[src/rtl/eqed_misr_capture.sv]
// rtl/eqed_misr_capture.sv - windowed input/output MISR capture with golden compare
// Compacts dut_in/dut_out into two MISRs over a start-triggered window of win_len cycles.
module eqed_misr_capture #(
  parameter int                IN_W     = 2,
  parameter int                OUT_W    = 3,
  parameter int                MISR_W   = 6,
  parameter logic [MISR_W-1:0] IN_POLY  = 6'b000011,
  parameter logic [MISR_W-1:0] OUT_POLY = 6'b000011,
  parameter logic [MISR_W-1:0] SEED     = 6'b000001,
  parameter int                CNT_W    = 8
) (
  input  logic              clk,
  input  logic              rst,
  input  logic              start,
  input  logic              abort,
  input  logic [CNT_W-1:0]  win_len,
  input  logic [IN_W-1:0]   dut_in,
  input  logic [OUT_W-1:0]  dut_out,
  input  logic [MISR_W-1:0] exp_in_sig,
  input  logic [MISR_W-1:0] exp_out_sig,
  output logic [MISR_W-1:0] in_sig,
  output logic [MISR_W-1:0] out_sig,
  output logic              busy,
  output logic              done,
  output logic              match,
  output logic              aborted,
  output logic [CNT_W-1:0]  cyc_cnt
);

  typedef enum logic [1:0] {S_IDLE, S_CAPTURE, S_DONE} state_t;

  state_t             state;
  state_t             state_nxt;
  logic [CNT_W-1:0]   win_len_q;
  logic [CNT_W-1:0]   cnt_inc;
  logic               start_acc;
  logic [MISR_W-1:0]  in_ext;
  logic [MISR_W-1:0]  out_ext;

  function automatic logic [MISR_W-1:0] misr_next(
    input logic [MISR_W-1:0] sig,
    input logic [MISR_W-1:0] poly,
    input logic [MISR_W-1:0] data
  );
    return {sig[MISR_W-2:0], 1'b0} ^ (sig[MISR_W-1] ? poly : '0) ^ data;
  endfunction

  assign in_ext    = MISR_W'(dut_in);
  assign out_ext   = MISR_W'(dut_out);
  assign cnt_inc   = cyc_cnt + {{(CNT_W-1){1'b0}}, 1'b1};
  // start is only honoured outside an active window
  assign start_acc = start && (state != S_CAPTURE);

  always_ff @(posedge clk) begin
    if (!rst) begin
      state <= S_IDLE;
    end else begin
      state <= state_nxt;
    end
  end

  always_comb begin
    state_nxt = state;
    case (state)
      S_IDLE, S_DONE: begin
        if (start) begin
          state_nxt = (win_len != '0) ? S_CAPTURE : S_DONE;
        end
      end
      S_CAPTURE: begin
        if (abort || (cnt_inc == win_len_q)) begin
          state_nxt = S_DONE;
        end
      end
      default: state_nxt = S_IDLE;
    endcase
  end

  always_comb begin
    busy  = (state == S_CAPTURE);
    done  = (state == S_DONE);
    match = done && !aborted && (in_sig == exp_in_sig) && (out_sig == exp_out_sig);
  end

  // abort wins over compaction, including the final one of the window
  always_ff @(posedge clk) begin
    if (!rst) begin
      in_sig    <= SEED;
      out_sig   <= SEED;
      cyc_cnt   <= '0;
      aborted   <= 1'b0;
      win_len_q <= '0;
    end else if (start_acc) begin
      in_sig    <= SEED;
      out_sig   <= SEED;
      cyc_cnt   <= '0;
      aborted   <= 1'b0;
      win_len_q <= win_len;
    end else if (state == S_CAPTURE) begin
      if (abort) begin
        aborted <= 1'b1;
      end else begin
        in_sig  <= misr_next(in_sig, IN_POLY, in_ext);
        out_sig <= misr_next(out_sig, OUT_POLY, out_ext);
        cyc_cnt <= cnt_inc;
      end
    end
  end

endmodule

[config.mk]
export PLATFORM = sky130hd
export DESIGN_NAME = eqed_misr_capture
export DESIGN_NICKNAME = d
export VERILOG_FILES = /design/src/rtl/eqed_misr_capture.sv
export SDC_FILE = /design/constraint.sdc
export NUM_CORES = 1
export LEC_CHECK = 0
export CAP_MARGIN = 40
export CORE_UTILIZATION = 40
export DETAILED_ROUTE_END_ITERATION = 12
export PLACE_DENSITY = 0.81
export SYNTH_ARGS = -nofsm -noshare
export SYNTH_HDL_FRONTEND = slang
export SYNTH_SLANG_ARGS = --single-unit
[constraint.sdc]
create_clock -name clk -period 1.8 [get_ports clk]
set_input_delay 0.18 -clock clk [delete_from_list [all_inputs] [get_ports clk]]
set_output_delay 0.18 -clock clk [all_outputs]
set_load 0.05 [all_outputs]
==> results.md <==
* Outcome: finished with violations
* Failing checks: setup timing
* Slew margin rel. at 0.660
* Initial antenna violation count at 0
* DIE WIDTH at 66.1 um
* Worst skew pair latency at between 0.2 and 0.3 ns
* Leakage at 0.800 nW
* Sink Count at 31
* Finished Cell Area at 2360 um^2
* Synth Register Bits at 31
* Syn Inst Count at 201
* Ys flop type: dfxtp_1
* Final worst slack at -0.0496 ns
* Post-layout util at 0.622
* Number of synthesized flops with an enable pin at 0
* Die ar. at 4370 um^2
* Critical path arrival at approximately 1.7 ns
* Worst slack at placement at -0.00721 ns
* Final Hold Vio Count at 0
* Routed len/inst at 12.2 um
* CTS tree: done
* Crit path kind: flop to output pin
* Layout Area Growth over Synthesis at 43.7%
* Worst-path clk slew at 0.06 ns
* Dpl cells at 299
* DIE HEIGHT at between 60 and 70 um
* Total GRT Usage at 0.191
* Post-placement cell area at 2270 um^2
* Initial Util at 0.432
* RSZ-0062 raised after global routing: yes
* Fin cells at 306
* Vias at 1563
* CP endpoint kind: output pin
* Distinct cells, synth at 39
* Setup violations, final at 1
* CP max stage cell: dfxtp_4
* Mapped Nets at 231
* Final GP Congestion at 0.876
* DR iter-0 viols at 81
* PwrDens at 659 nW/um^2
* YS warnings at 0
* Top achievable clock speed at about 540 MHz
* H-tree depth at 2
* Tcrit/Tclk final at 1.03
* Layout cells sized above 1 at 0.143
* Drt total wl at 3720 um
* Crit path launch type: flop
* CTS root buf: clkbuf_8
* Post-synthesis sequential area ratio at 0.378
* Critical Path Fanout Max at 5
* Global-route wire length before repair at approximately 6400 um
* # IOs at 53
* Worst-Margin Slew at between 0.5 and 0.6 ns
* Worst Skew at ~0.0034 ns
* Post-synth top area share at 0.378
* Number of global-route vias before repair at 1374
* Worst path required time at around 1.6 ns
* Routed Antenna Nets at 0
* HP Class: flop to flop
* Top-count cell post-synth: nand2_1
* Overflow after GRT at 0
* Max Cap Viol at 0
* Top cells by area, synth: dfxtp_1 38%, xnor2_1 11%, nand2_1 8.5%
* Hold WS at approximately 0.48 ns
* # rows at 22
* Post-route total power at 1.56 mW
* Clock Tree Buf Depth at 2
* Num CTS Buffers at 5
* Routed vias/inst at 5.11
* Pins Over Slew Limit at 0
* Nets at ~290
* Yosys top cell by area: dfxtp_1
* Most instantiated cells after synthesis: 37 x nand2_1, 31 x dfxtp_1, 21 x xnor2_1
* Crit path cell chain: xor2_1 > nor4_1 > nand4_1 > nor4_4 > buf_12
* Syn Area/Cell at between 8 and 9 um^2
* Core ar. at 3800 um^2
* DRC viols at 0
* Sum Neg Setup Slack at -0.0496 ns
* Post-DP HPWL at ~2800 um
* DRT Pass-1 Iters at 4
* Ys async rst share at 0
* # diodes at 0
* Netlist Area Pre-Place at 1640 um^2
* Peak supply drop at 0.000522 V
* Post-route minimum period at 1.85 ns
* Largest net degree at the start of global routing at 22
* Port buffer count at 52
* CP max stage delay at between 0.3 and 0.4 ns
==> where the power goes <==
group | internal (mW) | switching [mW] | total (mW)
logic | 0.144 | 0.138 | 0.282
registers | 0.707 | 0.0209 | 0.728
clock network | 0.299 | 0.247 | 0.547
==> final timing paths <==
check / start / endpoint / slack [ns] / cells past startpoint
min: win_len_q[4] / win_len_q[4] / 0.48 / 2
max reg2reg: cyc_cnt[0] / state[0] / 0.13 / 6
min reg2reg: win_len_q[4] / win_len_q[4] / 0.48 / 2
max: in_sig[5] / match / -0.05 / 5
==> layer usage <==
layer | vias to the layer above | global-route usage | wire length, um
met1 | 714 | 0.253 | 1760
li1 | 806 | - | -
met5 | - | 0 | 0
met2 | 36 | 0.300 | 1750
met4 | 0 | 0.0798 | 60
met3 | 7 | 0.0379 | 145
==> sequential cells by signal (all words and copies together), names as in the netlist <==
signal / cells
cyc_cnt: 8
aborted: 1
in_sig: 6
win_len_q: 8
out_sig: 6
state: 2
==> worst max-delay path, delay by kind of cell, from the launching register on <==
kind,cells,cell delay (ns)
buffers and inverters,1,0.18
XOR/XNOR,1,0.16
flip-flops,1,0.37
AND/OR/NAND/NOR,3,0.68
==> cells by family (layout without fill, tap and decap cells) <==
logic type               count (synthesis)  in the layout  synth area share
buffers and inverters                   14             71            0.0465
AND/OR/NAND/NOR                         83             83             0.241
XOR/XNOR                                30             30             0.165
flip-flops                              31             31             0.378
adder cells (fa/ha/maj)                  1              1           0.00761
AO/OA/AOI/OAI                           42             42             0.162
==> layout make-up <==
| cell class | count | area, um^2 |
|---|---|---|
| fillers | 352 | 1440 |
| multi-input cells | 156 | 973 |
| flip-flops and latches | 31 | 634 |
| repair buffers | 60 | 591 |
| clock buffers | 6 | 82.6 |
| well taps | 48 | 60.1 |
| inverters | 4 | 15.0 |
| clock inverters | 1 | 5.00 |
==> cell usage in the layout, fill, tap and decap left out, types with 5 or more instances in the layout <==
cell type / count
a21boi_0: 8
o21ai_0: 5
dfxtp_2: 8
clkdlybuf4s50_1: 46
xor2_1: 8
xnor2_1: 21
nor2_1: 10
buf_4: 12
nand3_1: 11
nand2_1: 37
dfxtp_1: 22
a21oi_1: 14
clkbuf_8: 6
==> repair_timing <==
| action | 4_1_cts | 5_1_grt |
|---|---|---|
| buffers inserted | 0 | 0 |
| gates resized for setup | 0 | 3 |
| endpoints found under the setup margin | 1 | 3 |
| pin swaps | 1 | 2 |
| hold buffers | 0 | 0 |
(Power assumes the default switching activity.)
